$ cat src/rtl/pcu.sv
// Program counter unit: 16-bit fetch address with increment, signed 8-bit
// relative branch, and two-byte absolute jump staged over the 8-bit bus.
module pcu #(
  parameter logic [15:0] RESET_VECTOR = 16'h0000
) (
  input  logic        clk,
  input  logic        rst,
  input  logic [7:0]  d,
  input  logic        ll,
  input  logic        lh,
  input  logic        br,
  input  logic        inc,
  output logic [15:0] a,
  output logic        pend,
  output logic        wrap
);

  typedef enum logic {IDLE, LOPEND} state_t;

  state_t      r_state;
  logic [7:0]  r_lo;
  logic [15:0] r_a;
  logic        r_wrap;
  logic [16:0] w_br_sum;
  logic [16:0] w_inc_sum;

  // Bit 16 of the 17-bit sum flags a wrap in both directions: carry for a
  // positive offset, borrow for a negative one (sign extension makes it so).
  assign w_br_sum  = {1'b0, r_a} + {{9{d[7]}}, d};
  assign w_inc_sum = {1'b0, r_a} + 17'd1;

  always_ff @(posedge clk or negedge rst) begin
    if (!rst) begin
      r_a     <= RESET_VECTOR;
      r_lo    <= 8'h00;
      r_state <= IDLE;
      r_wrap  <= 1'b0;
    end else begin
      r_wrap <= 1'b0;
      if (lh) begin
        if (ll) begin
          r_a  <= {d, d};
          r_lo <= d;
        end else if (r_state == LOPEND) begin
          r_a <= {d, r_lo};
        end else begin
          r_a <= {d, r_a[7:0]};
        end
        r_state <= IDLE;
      end else begin
        if (br) begin
          r_a    <= w_br_sum[15:0];
          r_wrap <= w_br_sum[16];
        end else if (inc) begin
          r_a    <= w_inc_sum[15:0];
          r_wrap <= w_inc_sum[16];
        end
        if (ll) begin
          r_lo    <= d;
          r_state <= LOPEND;
        end
      end
    end
  end

  assign a    = r_a;
  assign wrap = r_wrap;
  assign pend = (r_state == LOPEND);

endmodule
$ cat config.mk
export PLATFORM = sky130hd
export DESIGN_NAME = pcu
export DESIGN_NICKNAME = d
export VERILOG_FILES = /design/src/rtl/pcu.sv
export SDC_FILE = /design/constraint.sdc
export NUM_CORES = 1
export LEC_CHECK = 0
export ABC_AREA = 1
export BUFFER_PORTS_ARGS = -buffer_cell sky130_fd_sc_hd__buf_2
export CAP_MARGIN = 40
export CORE_MARGIN = 1.5
export CORE_UTILIZATION = 53
export CTS_CLUSTER_SIZE = 24
export DETAILED_ROUTE_END_ITERATION = 16
export MAX_ROUTING_LAYER = met4
export PLACE_DENSITY = 0.79
export SLEW_MARGIN = 10
export SYNTH_ARGS = -nofsm -noshare
export SYNTH_HDL_FRONTEND = slang
export SYNTH_SLANG_ARGS = --single-unit
export TNS_END_PERCENT = 1
$ cat constraint.sdc
create_clock -name clk -period 2.5 [get_ports clk]
set_input_delay 0.5 -clock clk [delete_from_list [all_inputs] [get_ports clk]]
set_output_delay 0.5 -clock clk [all_outputs]
set_load 0.05 [all_outputs]
==> results.yml <==
status:
  status: "complete, no violations"
power:
  switching_share_pct: 50.4
  net-switching-power_mw: 0.947
  p_leak_nw: 1.65
  power_mw: 1.88
  pwr-share-comb_pct: 53.9
  clockPowerShare_pct: 15.4
  p_int_mw: 0.932
  irDropWorstVdd_mv: 0.445
  p_seq_share_pct: 30.7
  p_per_area_mw_per_mm2: 639
final_layout:
  syn_to_final_growth_pct: 10.6
  fin_util_pct: 61.4
  n_antenna_cell: 0
  fin_nets: 514
  drive_gt1_share_pct: 11.4
  final_area_mm2: 0.00294
  fill_cells: 491
clock_network:
  htree_levels: 1
  cts.repair.resized: 0
  path_clk_slew_ns: 0.10
  clock_latency_ns: 0.28
  cts-hold-fix-buffers: 0
  clk_path_buf_depth: 2
  cts_setup_buffers: 0
  cts_buffers: 3
  cts.sinks: 26
  cts_tree: "done"
  root_buffer: "clkbuf_8"
yosys:
  yosys_warnings: 0
  yosys.cell_types.count: 33
  postSynthAreaPerCell_um2: 5.91
  ys_seq_elements: 26
  netlist_area_mm2: 0.00266
  synth-seq-area-share_pct: 24.5
  synth_fp_nets: 482
  synthCells: 450
grt:
  grt_max_degree: 27
  grt-ovfl-total: 0
  grt_pass1_vias: 2629
  grt_use_total_pct: 30.2
  grt_first_pass_wirelength_um: 12200
  antenna_found_initial: 0
sta:
  setup_viol: 0
  skew_ns: 0.00523
  drv_slew: 0
  worst_pin_slew_ns: 0.624
  setup_tns_ns: 0
  rsz0062_at_grt: "false"
  finalCritPeriodShare_pct: 80.1
  hold_violations: 0
  period_minus_slack_ns: 2.00
  clock.fmax_mhz: 500
  relSlewSlack_pct: 58.4
floorplanning:
  core_mm2: 0.00479
  die_y_um: 73.8
  fp.dieW_um: 73.8
  initial_utilization_pct: 55.6
  dieArea_mm2: 0.00545
  rows: 25
  ios: 32
detailed_routing:
  routed_wl_um: 7570
  vias: 2956
  vias_per_cell: 5.39
  drt_iter0_drc: 259
  postRouteAntennaNets: 0
  first_pass_iters: 5
  post_drt_wl_per_cell_um: 13.8
  drc: 0
setup_path:
  end_kind: "register"
  worstReg2RegStart: "a[0]$_DFFE_PN0P_"
  crit_type: "register to register"
  cp.required_ns: 2.68
  start_kind: "register"
  cp_max_fo: 4
  arrival_ns: 2.18
  crit_path_start: "a[0]$_DFFE_PN0P_"
placement:
  dpl_cell_area_mm2: 0.00289
  dp_hpwl_um: 5960
  io_buffers: 31
  gp_congestion: 0.945
job:
  drv_cap: 0
min_path:
  hp-class: "primary input to asynchronous set/reset pin"
-- per-layer routing --
| layer | global-route usage, % | wire length [um] | vias up |
|---|---|---|---|
| met5 | - | 0 | - |
| met1 | 41.8 | 3470 | 1346 |
| met2 | 46.1 | 3400 | 114 |
| li1 | - | - | 1481 |
| met3 | 3.98 | 575 | 15 |
| met4 | 9.05 | 119 | 0 |
-- layout by cell type, fill, tap and decap left out, types with 5 or more instances in the layout --
master / count
nand2_1: 171
inv_1: 65
nor2_1: 42
buf_2: 31
a21oi_1: 28
nand3_1: 27
dfrtp_1: 26
o21ai_0: 21
ha_1: 17
o21ai_1: 5
-- through the flow --
| stage | hold WS, ns | worst slack, ns | instances |
|---|---|---|---|
| CTS | 0.248 | 0.519 | 548 |
| floorplan | 0.204 | 0.317 | 450 |
| detailed placement | 0.457 | 0.315 | 544 |
| global placement | 0.453 | 0.340 | 544 |
| global route | 0.276 | 0.301 | 548 |
| finish | 0.219 | 0.499 | 548 |
-- final timing paths --
kind	end	slack, ns	cells after the start
setup / recovery	wrap$_DFF_PN0_	0.50	13
hold reg to reg	r_lo[2]$_DFFE_PN0P_	0.48	2
max in group asynchronous	a[12]$_DFFE_PN0P_	1.86	1
setup reg to reg	wrap$_DFF_PN0_	0.50	13
min in group clk	r_lo[2]$_DFFE_PN0P_	0.46	3
hold / removal	r_lo[1]$_DFFE_PN0P_	0.22	1
-- registers in the layout, summed over array words and instances, names as in the netlist --
| name | flops |
|---|---|
| pend | 1 |
| r_lo | 8 |
| wrap | 1 |
| a | 16 |
-- critical path, cell delays in order (launching register included) --
cell and delay, ns:
dfrtp_1 0.40, ha_1 0.23, fa_1 0.39, nand2_1 0.10, nand2_1 0.07, and2_4 0.15, nand2_1 0.05, nand2_1 0.07
nand2_1 0.06, nand2_1 0.07, nand2_1 0.06, nand2_1 0.05, o21ai_1 0.13, inv_1 0.05
-- synth_stat cells (all sizes together) --
cell type  number  area share [%]
a21boi          1            0.28
a21oi          28             5.3
a31oi           1            0.24
and2            2            0.56
buf             8             1.6
dfrtp          26              24
fa              1            0.75
ha             17             8.0
inv            67             9.5
nand2         174              25
nand3          28             5.5
nand3b          2            0.56
nand4           2            0.47
nor2           47             7.5
nor3            6             1.7
o211ai          3            0.85
o21ai          27             5.2
o22ai           3            0.71
or2             3            0.71
xnor2           1            0.33
xor2            3            0.99
-- power by group through the flow --
stage / registers, mW / logic, mW / clock network [mW]
3_3_place_gp: 0.580 / 0.985 / 0
2_1_floorplan: 0.728 / 0.599 / 0
4_1_cts: 0.573 / 1.01 / 0.287
5_1_grt: 0.585 / 1.14 / 0.303
6_report: 0.577 / 1.01 / 0.289
3_5_place_dp: 0.582 / 1.00 / 0
-- cells by family (layout without fill, tap and decap cells) --
kind of cell             count (synthesis)  after routing  synth area share [%]
adder cells (fa/ha/maj)                 18             18                  8.75
flip-flops                              26             26                  24.5
XOR/XNOR                                 4              4                  1.32
AND/OR/NAND/NOR                        264            264                  41.8
AO/OA/AOI/OAI                           63             63                  12.6
buffers and inverters                   75            106                  11.1
-- cell type report --
| type | count | area [um^2] | area share [%] |
|---|---|---|---|
| Sequential cell | 26 | 651 | 22.1 |
| Timing Repair Buffer | 35 | 185 | 6.30 |
| Inverter | 67 | 251 | 8.55 |
| Multi-Input combinational cell | 349 | 1710 | 58.3 |
| Clock buffer | 4 | 55.1 | 1.87 |
| Tap cell | 67 | 83.8 | 2.85 |
No activity file was read; power rests on OpenSTA's default activity.
